[src/rtl/mux_scan_sequencer.sv]
// Round-robin select sequencer for a 4:1 mux: steps the select lines over enabled
// channels, waits a settle time, captures the mux output and offers it on valid/ready.
module mux_scan_sequencer #(
  parameter int unsigned DWELL_W = 8
) (
  input  logic               clk,
  input  logic               rst_n,
  input  logic               start,
  input  logic               stop,
  input  logic [3:0]         chan_mask,
  input  logic [DWELL_W-1:0] dwell,
  input  logic               mux_out,
  output logic               s0,
  output logic               s1,
  output logic               sample_valid,
  input  logic               sample_ready,
  output logic               sample_bit,
  output logic [1:0]         sample_chan,
  output logic               busy,
  output logic               wrap
);

  localparam int unsigned CHAN_W = 2;
  localparam int unsigned NCHAN  = 4;

  typedef enum logic [1:0] {IDLE, SETTLE, HOLD} state_e;

  state_e               state_q, state_d;
  logic [CHAN_W-1:0]    chan_q, chan_d;
  logic [NCHAN-1:0]     mask_q, mask_d;
  logic [DWELL_W-1:0]   dwell_q, dwell_d;
  logic [DWELL_W-1:0]   cnt_q, cnt_d;
  logic                 stop_pend_q, stop_pend_d;
  logic                 valid_q, valid_d;
  logic                 bit_q, bit_d;
  logic [CHAN_W-1:0]    schan_q, schan_d;
  logic                 busy_q, busy_d;
  logic                 wrap_q, wrap_d;

  logic                 start_ok;
  logic                 handshake;
  logic                 end_scan;

  function automatic logic [CHAN_W-1:0] lowest_chan(input logic [NCHAN-1:0] m);
    logic [CHAN_W-1:0] r;
    r = '0;
    for (int i = NCHAN - 1; i >= 0; i--) begin
      if (m[i]) r = CHAN_W'(i);
    end
    return r;
  endfunction

  function automatic logic [CHAN_W-1:0] highest_chan(input logic [NCHAN-1:0] m);
    logic [CHAN_W-1:0] r;
    r = '0;
    for (int i = 0; i < NCHAN; i++) begin
      if (m[i]) r = CHAN_W'(i);
    end
    return r;
  endfunction

  // Smallest forward offset wins; falls back to the current channel when it is the only one.
  function automatic logic [CHAN_W-1:0] next_chan(input logic [NCHAN-1:0] m,
                                                  input logic [CHAN_W-1:0] cur);
    logic [CHAN_W-1:0] r;
    logic [CHAN_W-1:0] idx;
    r = cur;
    for (int k = NCHAN - 1; k >= 1; k--) begin
      idx = cur + CHAN_W'(k);
      if (m[idx]) r = idx;
    end
    return r;
  endfunction

  assign start_ok  = start && (chan_mask != '0);
  assign handshake = (state_q == HOLD) && sample_ready;
  assign end_scan  = stop_pend_q || stop;

  always_ff @(posedge clk) begin
    if (!rst_n) begin
      state_q     <= IDLE;
      chan_q      <= '0;
      mask_q      <= '0;
      dwell_q     <= '0;
      cnt_q       <= '0;
      stop_pend_q <= 1'b0;
      valid_q     <= 1'b0;
      bit_q       <= 1'b0;
      schan_q     <= '0;
      busy_q      <= 1'b0;
      wrap_q      <= 1'b0;
    end else begin
      state_q     <= state_d;
      chan_q      <= chan_d;
      mask_q      <= mask_d;
      dwell_q     <= dwell_d;
      cnt_q       <= cnt_d;
      stop_pend_q <= stop_pend_d;
      valid_q     <= valid_d;
      bit_q       <= bit_d;
      schan_q     <= schan_d;
      busy_q      <= busy_d;
      wrap_q      <= wrap_d;
    end
  end

  always_comb begin
    state_d = state_q;
    case (state_q)
      IDLE:    if (start_ok) state_d = SETTLE;
      SETTLE:  if (cnt_q == '0) state_d = HOLD;
      HOLD:    if (sample_ready) state_d = end_scan ? IDLE : SETTLE;
      default: state_d = IDLE;
    endcase
  end

  // Datapath and registered outputs; stop only arms a pending flag so the in-flight sample completes.
  always_comb begin
    chan_d      = chan_q;
    mask_d      = mask_q;
    dwell_d     = dwell_q;
    cnt_d       = cnt_q;
    stop_pend_d = stop_pend_q;
    valid_d     = valid_q;
    bit_d       = bit_q;
    schan_d     = schan_q;
    wrap_d      = 1'b0;
    case (state_q)
      IDLE: begin
        if (start_ok) begin
          mask_d      = chan_mask;
          dwell_d     = dwell;
          chan_d      = lowest_chan(chan_mask);
          cnt_d       = dwell;
          stop_pend_d = 1'b0;
        end
      end
      SETTLE: begin
        if (stop) stop_pend_d = 1'b1;
        if (cnt_q != '0) begin
          cnt_d = cnt_q - DWELL_W'(1);
        end else begin
          valid_d = 1'b1;
          bit_d   = mux_out;
          schan_d = chan_q;
        end
      end
      HOLD: begin
        if (stop) stop_pend_d = 1'b1;
        if (handshake) begin
          valid_d = 1'b0;
          wrap_d  = (chan_q == highest_chan(mask_q));
          if (end_scan) begin
            stop_pend_d = 1'b0;
          end else begin
            chan_d = next_chan(mask_q, chan_q);
            cnt_d  = dwell_q;
          end
        end
      end
      default: ;
    endcase
    busy_d = (state_d != IDLE);
  end

  assign s0           = chan_q[0];
  assign s1           = chan_q[1];
  assign sample_valid = valid_q;
  assign sample_bit   = bit_q;
  assign sample_chan  = schan_q;
  assign busy         = busy_q;
  assign wrap         = wrap_q;

endmodule

[config.mk]
export PLATFORM = sky130hd
export DESIGN_NAME = mux_scan_sequencer
export DESIGN_NICKNAME = d
export VERILOG_FILES = /design/src/rtl/mux_scan_sequencer.sv
export SDC_FILE = /design/constraint.sdc
export NUM_CORES = 1
export LEC_CHECK = 0
export CORE_UTILIZATION = 40
export DETAILED_ROUTE_END_ITERATION = 12
export GPL_ROUTABILITY_DRIVEN = 0
export HOLD_SLACK_MARGIN = 0.03
export PLACE_DENSITY_LB_ADDON = 0.15
export SYNTH_ARGS = -nofsm -noshare
export SYNTH_HDL_FRONTEND = slang
export SYNTH_SLANG_ARGS = --single-unit
[constraint.sdc]
create_clock -name clk -period 2.5 [get_ports clk]
set_input_delay 0.375 -clock clk [delete_from_list [all_inputs] [get_ports clk]]
set_output_delay 0.375 -clock clk [all_outputs]
set_load 0.02 [all_outputs]
# --- Yosys cells after proc, flatten, opt, wreduce, memory -nomap -nowiden ---
# Index checks and enable logic that the tools add are counted.
totals:
  register_bits: 31
  wordCells: 86
  input_bits: 18
  output_inout_bits: 8
classes:
  eq_ne: 9
  n_reduce_logical: 18
  bitwise: 1
  add_sub_neg: 4
  n_lt_le_gt_ge: 3
  muxes: 40
op_table:
  columns: ["cell", "count"]
  rows:
  - ["$mux W2", 17]
  - ["$mux W8", 4]
  - ["$pmux W8 S3", 1]
  - ["$mux W1", 11]
  - ["$ne A2 B2 Y1 const B", 5]
  - ["$reduce_and A5 Y1", 2]
  - ["$lt A2 B3 Y1 const B", 3]
  - ["$logic_not A8 Y1", 1]
  - ["$reduce_bool A8 Y1", 1]
  - ["$sub A8 B1 Y8 const B", 1]
  - ["$bmux W1 S2", 3]
  - ["$pmux W2 S3", 1]
  - ["$reduce_and A2 Y1", 3]
  - ["$reduce_and A3 Y1", 2]
  - ["$reduce_bool A2 Y1", 3]
  - ["$add A2 B2 Y2 const B", 2]
  - ["$ne A4 B1 Y1 const B", 1]
  - ["$pmux W2 S2", 1]
  - ["$reduce_bool A4 Y1", 1]
  - ["$pmux W1 S3", 1]
  - ["$reduce_bool A3 Y1", 1]
  - ["$add A2 B1 Y2 const B", 1]
  - ["$eq A2 B1 Y1 const B", 1]
  - ["$eq A2 B2 Y1", 1]
  - ["6 further kinds", 7]

# --- Depth between registers and ports, before layout ---
# Gate-level depths: netlist (run 1).
logic_depth:
  depth_word: 9
  depth_mapped: 8
  ltp_nobuf: 6

# --- Least setup slack after synthesis (run 1) ---
# Ideal clock, no wire load.
synth_path:
  path_kind: "reg-to-reg"
  startpoint: "register state_q[0]"
  endpoint: "register chan_q[0]"
  path_stages_with_launch: 8
  setup_ns: 0.091
  setup_slack_ns: 0.820
  synth_period_minus_slack_ns: 1.680
  arrival_time_ns: 1.589
  t_required_ns: 2.409
  path_buffers: 1
  cell_sequence: "dfxtp_1 inv_1 ha_1 clkbuf_1 nand2b_1 a222oi_1 a31oi_1 a311oi_1"
synth_between:
  elab_chain_len: 4
  elab_cells_between_ends: 10
  classes_between: "eq/ne: 5; mux: 1; reduce/logical: 4"
synth_lines:
  columns: ["item", "line", "rtl"]
  rows:
  - ["from (decl)", "28", "state_e state_q, state_d;"]
  - ["from (signal assigned)", "93", "state_q <= state_d;"]
  - ["$eq A2 B2 Y1", "76, 128", null]
  - ["$logic_and A1 B1 Y1", "76", "assign handshake = (state_q == HOLD) && sample_ready;"]
  - ["$ne A2 B2 Y1 (no source line)", null, null]
  - ["$reduce_and A5 Y1 (no source line)", null, null]
  - ["to (signal assigned)", "94", "chan_q <= chan_d;"]
  - ["to (decl)", "29", "logic [CHAN_W-1:0] chan_q, chan_d;"]
# Several ways; a longest one is shown, not always the timed one.
# A chain may end at the register's enable or synchronous reset.

# --- Final worst setup path (run 1) ---
layout_path:
  startpoint: "input port chan_mask[3]"
  endpoint: "register cnt_q[7]"
layout_between:
  elab_chain_len: 4
layout_lines:
  columns: ["item", "line", "rtl"]
  rows:
  - ["from (decl)", "10", "input logic [3:0] chan_mask,"]
  - ["$reduce_bool A4 Y1", "75", "assign start_ok = start && (chan_mask != '0);"]
  - ["$logic_and A1 B1 Y1", "75", null]
  - ["$ne A2 B2 Y1 (no source line)", null, null]
  - ["$reduce_and A5 Y1 (no source line)", null, null]
  - ["to (signal assigned)", "97", "cnt_q <= cnt_d;"]
  - ["to (decl)", "32", "logic [DWELL_W-1:0] cnt_q, cnt_d;"]
# Every way passes these cells.

==> results by group, run 1 <==
CTS
  • Post-CTS setup buffers: 0
  • H-tree depth: 2
  • CTS Sinks: 31
  • CTS Root Cell: clkbuf_8
  • Clock-pin slew on the worst setup and hold paths: 0.07 ns
  • Clock latency on the worst-skew pair: 0.28 ns
  • CTS buffer count: 5
  • Hold_buf cts: 0
  • Clock Tree Buf Depth: 2
  • Post-CTS Resized: 0
  • CTS tree: built

Yosys
  • Ys flop type: dfxtp_1
  • Synth Instances: 237
  • Post-synth EDFFs: 0
  • Syn Nets: 261
  • Post-synth cell types: 55
  • Asr flop ratio synth: 0%
  • Syn Std Cell Area: 1858 µm²
  • Sequential area share after synthesis: 33.40%
  • YS warnings: 0
  • Synthesized area per cell: 7.840 µm²
  • FF+latch count, synth: 31

Timing
  • Relative slew slack: 63.05%
  • Hold WS: 0.4496 ns
  • Min cycle time layout: 2.053 ns
  • Max Fclk: 487.1 MHz
  • RSZ-0062 raised after global routing: false
  • Number of max-slew violations in the final report: 0
  • Fin. Hold Viols: 0
  • Setup_tns: 0 ns
  • Final Setup Violations: 0
  • Worst-margin pin slew: 0.5543 ns
  • Worst clock skew: 0.005134 ns
  • Tcrit/Tclk final: 82.12%

GRT
  • Initial antenna violation count: 0
  • Vias in the first global route: 1665
  • GRT Util Overall: 20.88%
  • Global-route wire length before repair: 8231 µm
  • Gr ovfl total: 0
  • Largest net degree at the start of global routing: 18

Pwr
  • Pwr per Cell Area: 806.4 nW/µm²
  • Total Power Consumption: 1.858 mW
  • Leak Pwr: 0.8151 nW
  • Peak VDD IR: 0.3896 mV

Floorplan
  • Site Rows: 24
  • Vert. Die Dim: 70.16 µm
  • Total core area: 4414 µm²
  • Initial Util: 42.09%
  • Chip width: 70.16 µm
  • # IOs: 26
  • Die footprint: 4922 µm²

Critical path
  • Critical Path Source Type: input pin
  • Critical path required time: 2.69 ns
  • Crit-path cells: clkdlybuf4s50_1 -> o41a_1 -> o221ai_1 -> nor2_1 -> a311oi_1
  • Worst Setup End Kind: register
  • CP arrival: 2.25 ns
  • Crit-path leading delay family: compound AO/OA/AOI/OAI gates
  • Max incr delay on CP: 0.58 ns
  • Slowest cell on the critical path: o41a_1
  • Max FO, Critical Path: 7
  • Crit Path Class: in2reg
  • WP buf/inv: 1

Cells and area
  • Area grow syn2layout: 24.04%
  • N_diodes: 0
  • Post-Layout Cell Count: 316
  • Fill cells: 426
  • Layout Nets: 287
  • Share of layout cells above drive strength 1: 10.23%

Drt
  • Via count: 1834
  • DRC violations left: 0
  • Post-DR wirelength/cell: 15.09 µm
  • ANT nets after route: 0
  • Initial DRC count: 110
  • Routed WL: 4769 µm
  • Vias per std cell: 5.804
  • Number of detailed-route iterations in the first pass: 4

Hold path
  • Hold Path Class: reg2reg

Placement
  • Final HPWL DP: 3397 µm
  • Cell count after placement: 308
  • Port Buffers: 25

Run
  • Max-cap violations: 0

Outcome
  • Outcome: complete, no violations
==> sequential cells by signal, summed over array words and instances, names as in the netlist <==
| register | count |
|---|---|
| sample_bit | 1 |
| stop_pend_q | 1 |
| chan_q | 2 |
| state_q | 2 |
| dwell_q | 8 |
| sample_valid | 1 |
| busy | 1 |
| wrap | 1 |
| mask_q | 4 |
| sample_chan | 2 |
| cnt_q | 8 |
==> cell families (layout without fill, tap and decap cells) <==
family | count (synthesis) | after routing | synth area share, %
compound gates | 81 | 81 | 29.09
buf+inv | 28 | 55 | 5.926
mux | 2 | 2 | 1.077
flops | 31 | 31 | 33.40
xor+xnor | 2 | 2 | 0.9429
simple gates | 87 | 87 | 25.52
fa+ha+maj | 6 | 6 | 4.040
==> cell type report <==
| class | count | area [µm²] | share of cell area (%) |
|---|---|---|---|
| multi-input cells | 178 | 1127 | 48.91 |
| flip-flops and latches | 31 | 620.6 | 26.93 |
| repair buffers | 36 | 332.8 | 14.44 |
| clock buffers | 6 | 82.58 | 3.583 |
| well taps | 52 | 65.06 | 2.823 |
| inverters | 11 | 41.29 | 1.792 |
| clock inverters | 2 | 35.03 | 1.520 |
==> cell usage in the layout (no fill, tap or decap), types with 3 or more instances in the layout <==
cell	n
a211oi_1	4
o21a_1	3
nor2b_1	4
nor2_1	9
inv_1	10
clkdlybuf4s50_1	25
and2_1	3
buf_4	11
a311oi_1	3
ha_1	6
nor3b_1	4
a21oi_1	31
o2111ai_1	4
a31oi_1	4
clkbuf_8	6
dfxtp_1	31
o21ai_0	10
o211ai_1	4
nand2_1	30
nand3_1	17
==> worst paths after layout <==
kind	start	endpoint	slack, ns	cells after the start
max	chan_mask[3]	cnt_q[7]$_SDFFE_PN0P_	0.45	5
min	sample_chan[0]$_SDFFE_PN0P_	sample_chan[0]$_SDFFE_PN0P_	0.45	2
max reg2reg	state_q[0]$_SDFF_PN0_	chan_q[0]$_SDFFE_PN0P_	0.50	7
min reg2reg	sample_chan[0]$_SDFFE_PN0P_	sample_chan[0]$_SDFFE_PN0P_	0.45	2
==> power by group <==
part / leakage, nW / total [mW] / switching (mW) / internal, mW
Clock: 0.0612 / 0.519 / 0.197 / 0.322
Combinational: 0.499 / 0.664 / 0.356 / 0.308
Sequential: 0.255 / 0.676 / 0.107 / 0.568
Total: 0.815 / 1.86 / 0.660 / 1.20
==> synthesized netlist by cell type (4+ instances only) <==
cell type	number	area share [%]
a211oi_1	4	1.6
a21oi_1	31	8.4
a31oi_1	4	1.3
buf_2	4	1.1
clkbuf_1	12	2.4
dfxtp_1	31	33
ha_1	6	4.0
inv_1	10	2.0
nand2_1	30	6.1
nand3_1	17	4.6
nor2_1	9	1.8
nor2b_1	4	1.3
nor3b_1	4	1.6
o2111ai_1	4	1.9
o211ai_1	4	1.6
o21ai_0	10	2.7
==> worst reg2reg max path: cells and delay by family (launching register included) <==
| family | cells | cell delay (ns) |
|---|---|---|
| fa+ha+maj | 1 | 0.26 |
| buf+inv | 2 | 0.29 |
| flops | 1 | 0.36 |
| compound gates | 3 | 0.85 |
| simple gates | 1 | 0.15 |
==> metal layers <==
| metal | GRT usage (%) | routed length [µm] | vias up |
|---|---|---|---|
| li1 | - | - | 935 |
| met3 | 4.762 | 195 | 4 |
| met1 | 28.01 | 2371 | 855 |
| met5 | 0 | 0 | - |
| met4 | 5.333 | 44 | 0 |
| met2 | 33.76 | 2159 | 40 |
==> through the flow <==
step	setup WS [ns]	util (%)	area (µm²)
6_report	0.4470	52.21	2305
5_1_grt	0.3346	52.21	2305
4_1_cts	0.4743	52.21	2305
3_5_place_dp	0.2127	49.55	2187
3_3_place_gp	0.2918	49.55	2187
2_1_floorplan	0.8201	-	1858
Note: power is estimated with default switching activity, not from simulation.
==> run 2: changes to the inputs <==
- clock period: 2.5 -> 1.75 ns (I/O delays scaled with it)
==> results by group, run 2 (synthesized netlist as in run 1, its figures left out) <==
Floorplan
  • Vert. Die Dim: 70.16 µm (unchanged)
  • Site Rows: 24 (unchanged)
  • Chip width: 70.16 µm (unchanged)
  • # IOs: 26 (unchanged)
  • Die footprint: 4922 µm² (unchanged)
  • Total core area: 4414 µm² (unchanged)
  • Initial Util: 42.09% (unchanged)

Timing
  • Fin. Hold Viols: 0 (unchanged)
  • RSZ-0062 raised after global routing: true
  • Worst-margin pin slew: 0.3570 ns (-0.1973 ns)
  • Post-route setup slack: 0.05869 ns (-0.3883 ns)
  • Worst clock skew: 0.009241 ns (+0.004107 ns)
  • Hold WS: 0.4487 ns (-0.0008230 ns)
  • Min cycle time layout: 1.691 ns
  • Final Setup Violations: 0 (unchanged)
  • Number of max-slew violations in the final report: 0 (unchanged)
  • Relative slew slack: 76.11% (+13 points)
  • Max Fclk: 591.3 MHz
  • Tcrit/Tclk final: 96.65%

Critical path
  • FF-to-FF setup slack: 0.06 ns (-0.44 ns)
  • Max FO, Critical Path: 4 (-3)
  • Crit Path Class: reg2reg
  • Critical path required time: 1.97 ns (-0.72 ns)
  • Critical path origin: cnt_q[0]$_SDFFE_PN0P_
  • Worst Setup End Kind: register
  • FF-to-FF path depth: 4 (-3)
  • Crit-path cells: or4_4 -> or4_1 -> and4_4 -> o22ai_2
  • Worst R2R Start: cnt_q[0]$_SDFFE_PN0P_
  • Critical Path Source Type: register
  • Worst r2r dst: cnt_q[5]$_SDFFE_PN0P_
  • Slowest cell on the critical path: or4_4
  • CP arrival: 1.91 ns (-0.34 ns)
  • End of the critical path: cnt_q[5]$_SDFFE_PN0P_
  • Max incr delay on CP: 0.54 ns (-0.04 ns)

Pwr
  • Sw Ratio: 34.81% (-0.70 points)
  • Pwr per Cell Area: 1118 nW/µm² (+39%)
  • Clock power share: 25.9% (-2.0 points)
  • Leak Pwr: 0.9719 nW (+19%)
  • Sw power: 1.005 mW (+52%)
  • Internal: 1.882 mW (+57%)
  • Peak VDD IR: 0.4845 mV (+24%)
  • Sequential share of power: 32.5% (-3.9 points)
  • Logic pwr share: 41.6% (+5.9 points)

Drt
  • Number of detailed-route iterations in the first pass: 4 (unchanged)
  • ANT nets after route: 0 (unchanged)
  • Vias per std cell: 5.679 (-2.1%)
  • Via count: 1965 (+7.1%)
  • Routed WL: 5119 µm (+7.3%)
  • DRC violations left: 0 (unchanged)
  • Initial DRC count: 121 (+10%)
  • Post-DR wirelength/cell: 14.79 µm (-2.0%)

CTS
  • CTS Sinks: 31 (unchanged)
  • Clock Tree Buf Depth: 2 (unchanged)
  • H-tree depth: 2 (unchanged)
  • Clock latency on the worst-skew pair: 0.29 ns (about the same)
  • CTS buffer count: 5 (unchanged)
  • CTS Root Cell: clkbuf_8
  • CTS tree: built
  • Clock-pin slew on the worst setup and hold paths: 0.07 ns (about the same)

Placement
  • DP Worst Slack: -0.2006 ns (-0.4132 ns)
  • Port Buffers: 25 (unchanged)
  • Final HPWL DP: 3758 µm (+11%)

GRT
  • Gr ovfl total: 0 (unchanged)
  • Initial antenna violation count: 0 (unchanged)
  • Vias in the first global route: 1820 (+9.3%)
  • GRT Util Overall: 21.66% (+0.78 points)
  • Largest net degree at the start of global routing: 27 (+9)
  • Global-route wire length before repair: 8480 µm (+3.0%)

Outcome
  • Outcome: complete, no violations

Hold path
  • Hold Path Class: reg2reg

Cells and area
  • Commonest non-fill, non-tap cell in the layout: buf_4
  • Most frequent cells in the layout: buf_4, a21oi_1, dfxtp_1, nand2_1, clkdlybuf4s50_1
  • Area grow syn2layout: 39.06%
  • N_diodes: 0 (unchanged)
  • Share of layout cells above drive strength 1: 22.11% (+12 points)
  • Top Registers: cnt_q: 8 flops, dwell_q: 8 flops, mask_q: 4 flops
  • Final Util: 58.53% (+6.3 points)
  • Layout Nets: 317 (+10%)

Run
  • Max-cap violations: 0 (unchanged)
run 2: power by group through the flow:
| stage | Combinational (mW) | Clock, mW | Sequential, mW |
|---|---|---|---|
| finish | 1.20 | 0.747 | 0.939 |
| CTS | 1.17 | 0.765 | 0.933 |
| floorplan | 0.677 | 0 | 0.942 |
| global placement | 1.14 | 0 | 0.946 |
| detailed placement | 1.15 | 0 | 0.947 |
| global route | 1.31 | 0.804 | 0.954 |
run 2: layer usage:
metal	up-vias	global-route usage (%)	share of wire [%]
met2	45	34.40	46
li1	1000	-	-
met1	915	29.96	49
met5	-	0	0
met4	0	6.667	0.98
met3	5	3.608	3.4
run 2: metrics by stage:
step | power [mW] | area, µm² | cells | TNS, ns
CTS | 2.865 | 2541 | 346 | 0
floorplan | 1.619 | 1858 | 237 | 0
finish | 2.888 | 2584 | 346 | 0
global route | 3.064 | 2584 | 346 | -0.04168
detailed placement | 2.099 | 2412 | 338 | -2.390
global placement | 2.089 | 2412 | 338 | -2.104
run 2: timing repair:
action,CTS,global route
pin swaps,0,2
buffers inserted,0,0
setup endpoints to repair,3,3
resized for setup,3,7
hold buffers,0,0
run 2: worst min path at each step:
stage | startpoint | end | slack (ns) | depth (start not counted)
4_1_cts | sample_bit$_SDFFE_PN0P_ | sample_bit$_SDFFE_PN0P_ | 0.45 | 2
3_5_place_dp | sample_bit$_SDFFE_PN0P_ | sample_bit$_SDFFE_PN0P_ | 0.44 | 2
3_3_place_gp | sample_chan[1]$_SDFFE_PN0P_ | sample_chan[1]$_SDFFE_PN0P_ | 0.44 | 2
5_1_grt | sample_chan[1]$_SDFFE_PN0P_ | sample_chan[1]$_SDFFE_PN0P_ | 0.47 | 2
6_report | sample_bit$_SDFFE_PN0P_ | sample_bit$_SDFFE_PN0P_ | 0.45 | 2
2_1_floorplan | rst_n | sample_valid$_SDFFE_PN0P_ | 0.38 | 1
run 2: final cells by class:
type | instances | area [µm²]
Inverter | 11 | 41.29
Clock buffer | 6 | 82.58
Tap cell | 52 | 65.06
Fill cell | 428 | 1831
Sequential cell | 31 | 620.6
Timing Repair Buffer | 66 | 558.0
Multi-Input combinational cell | 178 | 1181
Clock inverter | 2 | 35.03
run 2: worst max-delay path, delay by kind of cell (launching register included):
kind               cells  cell delay (ns)
AOI/OAI and AO/OA      1             0.15
DFF                    1             0.35
and+or+nand+nor        3             1.13
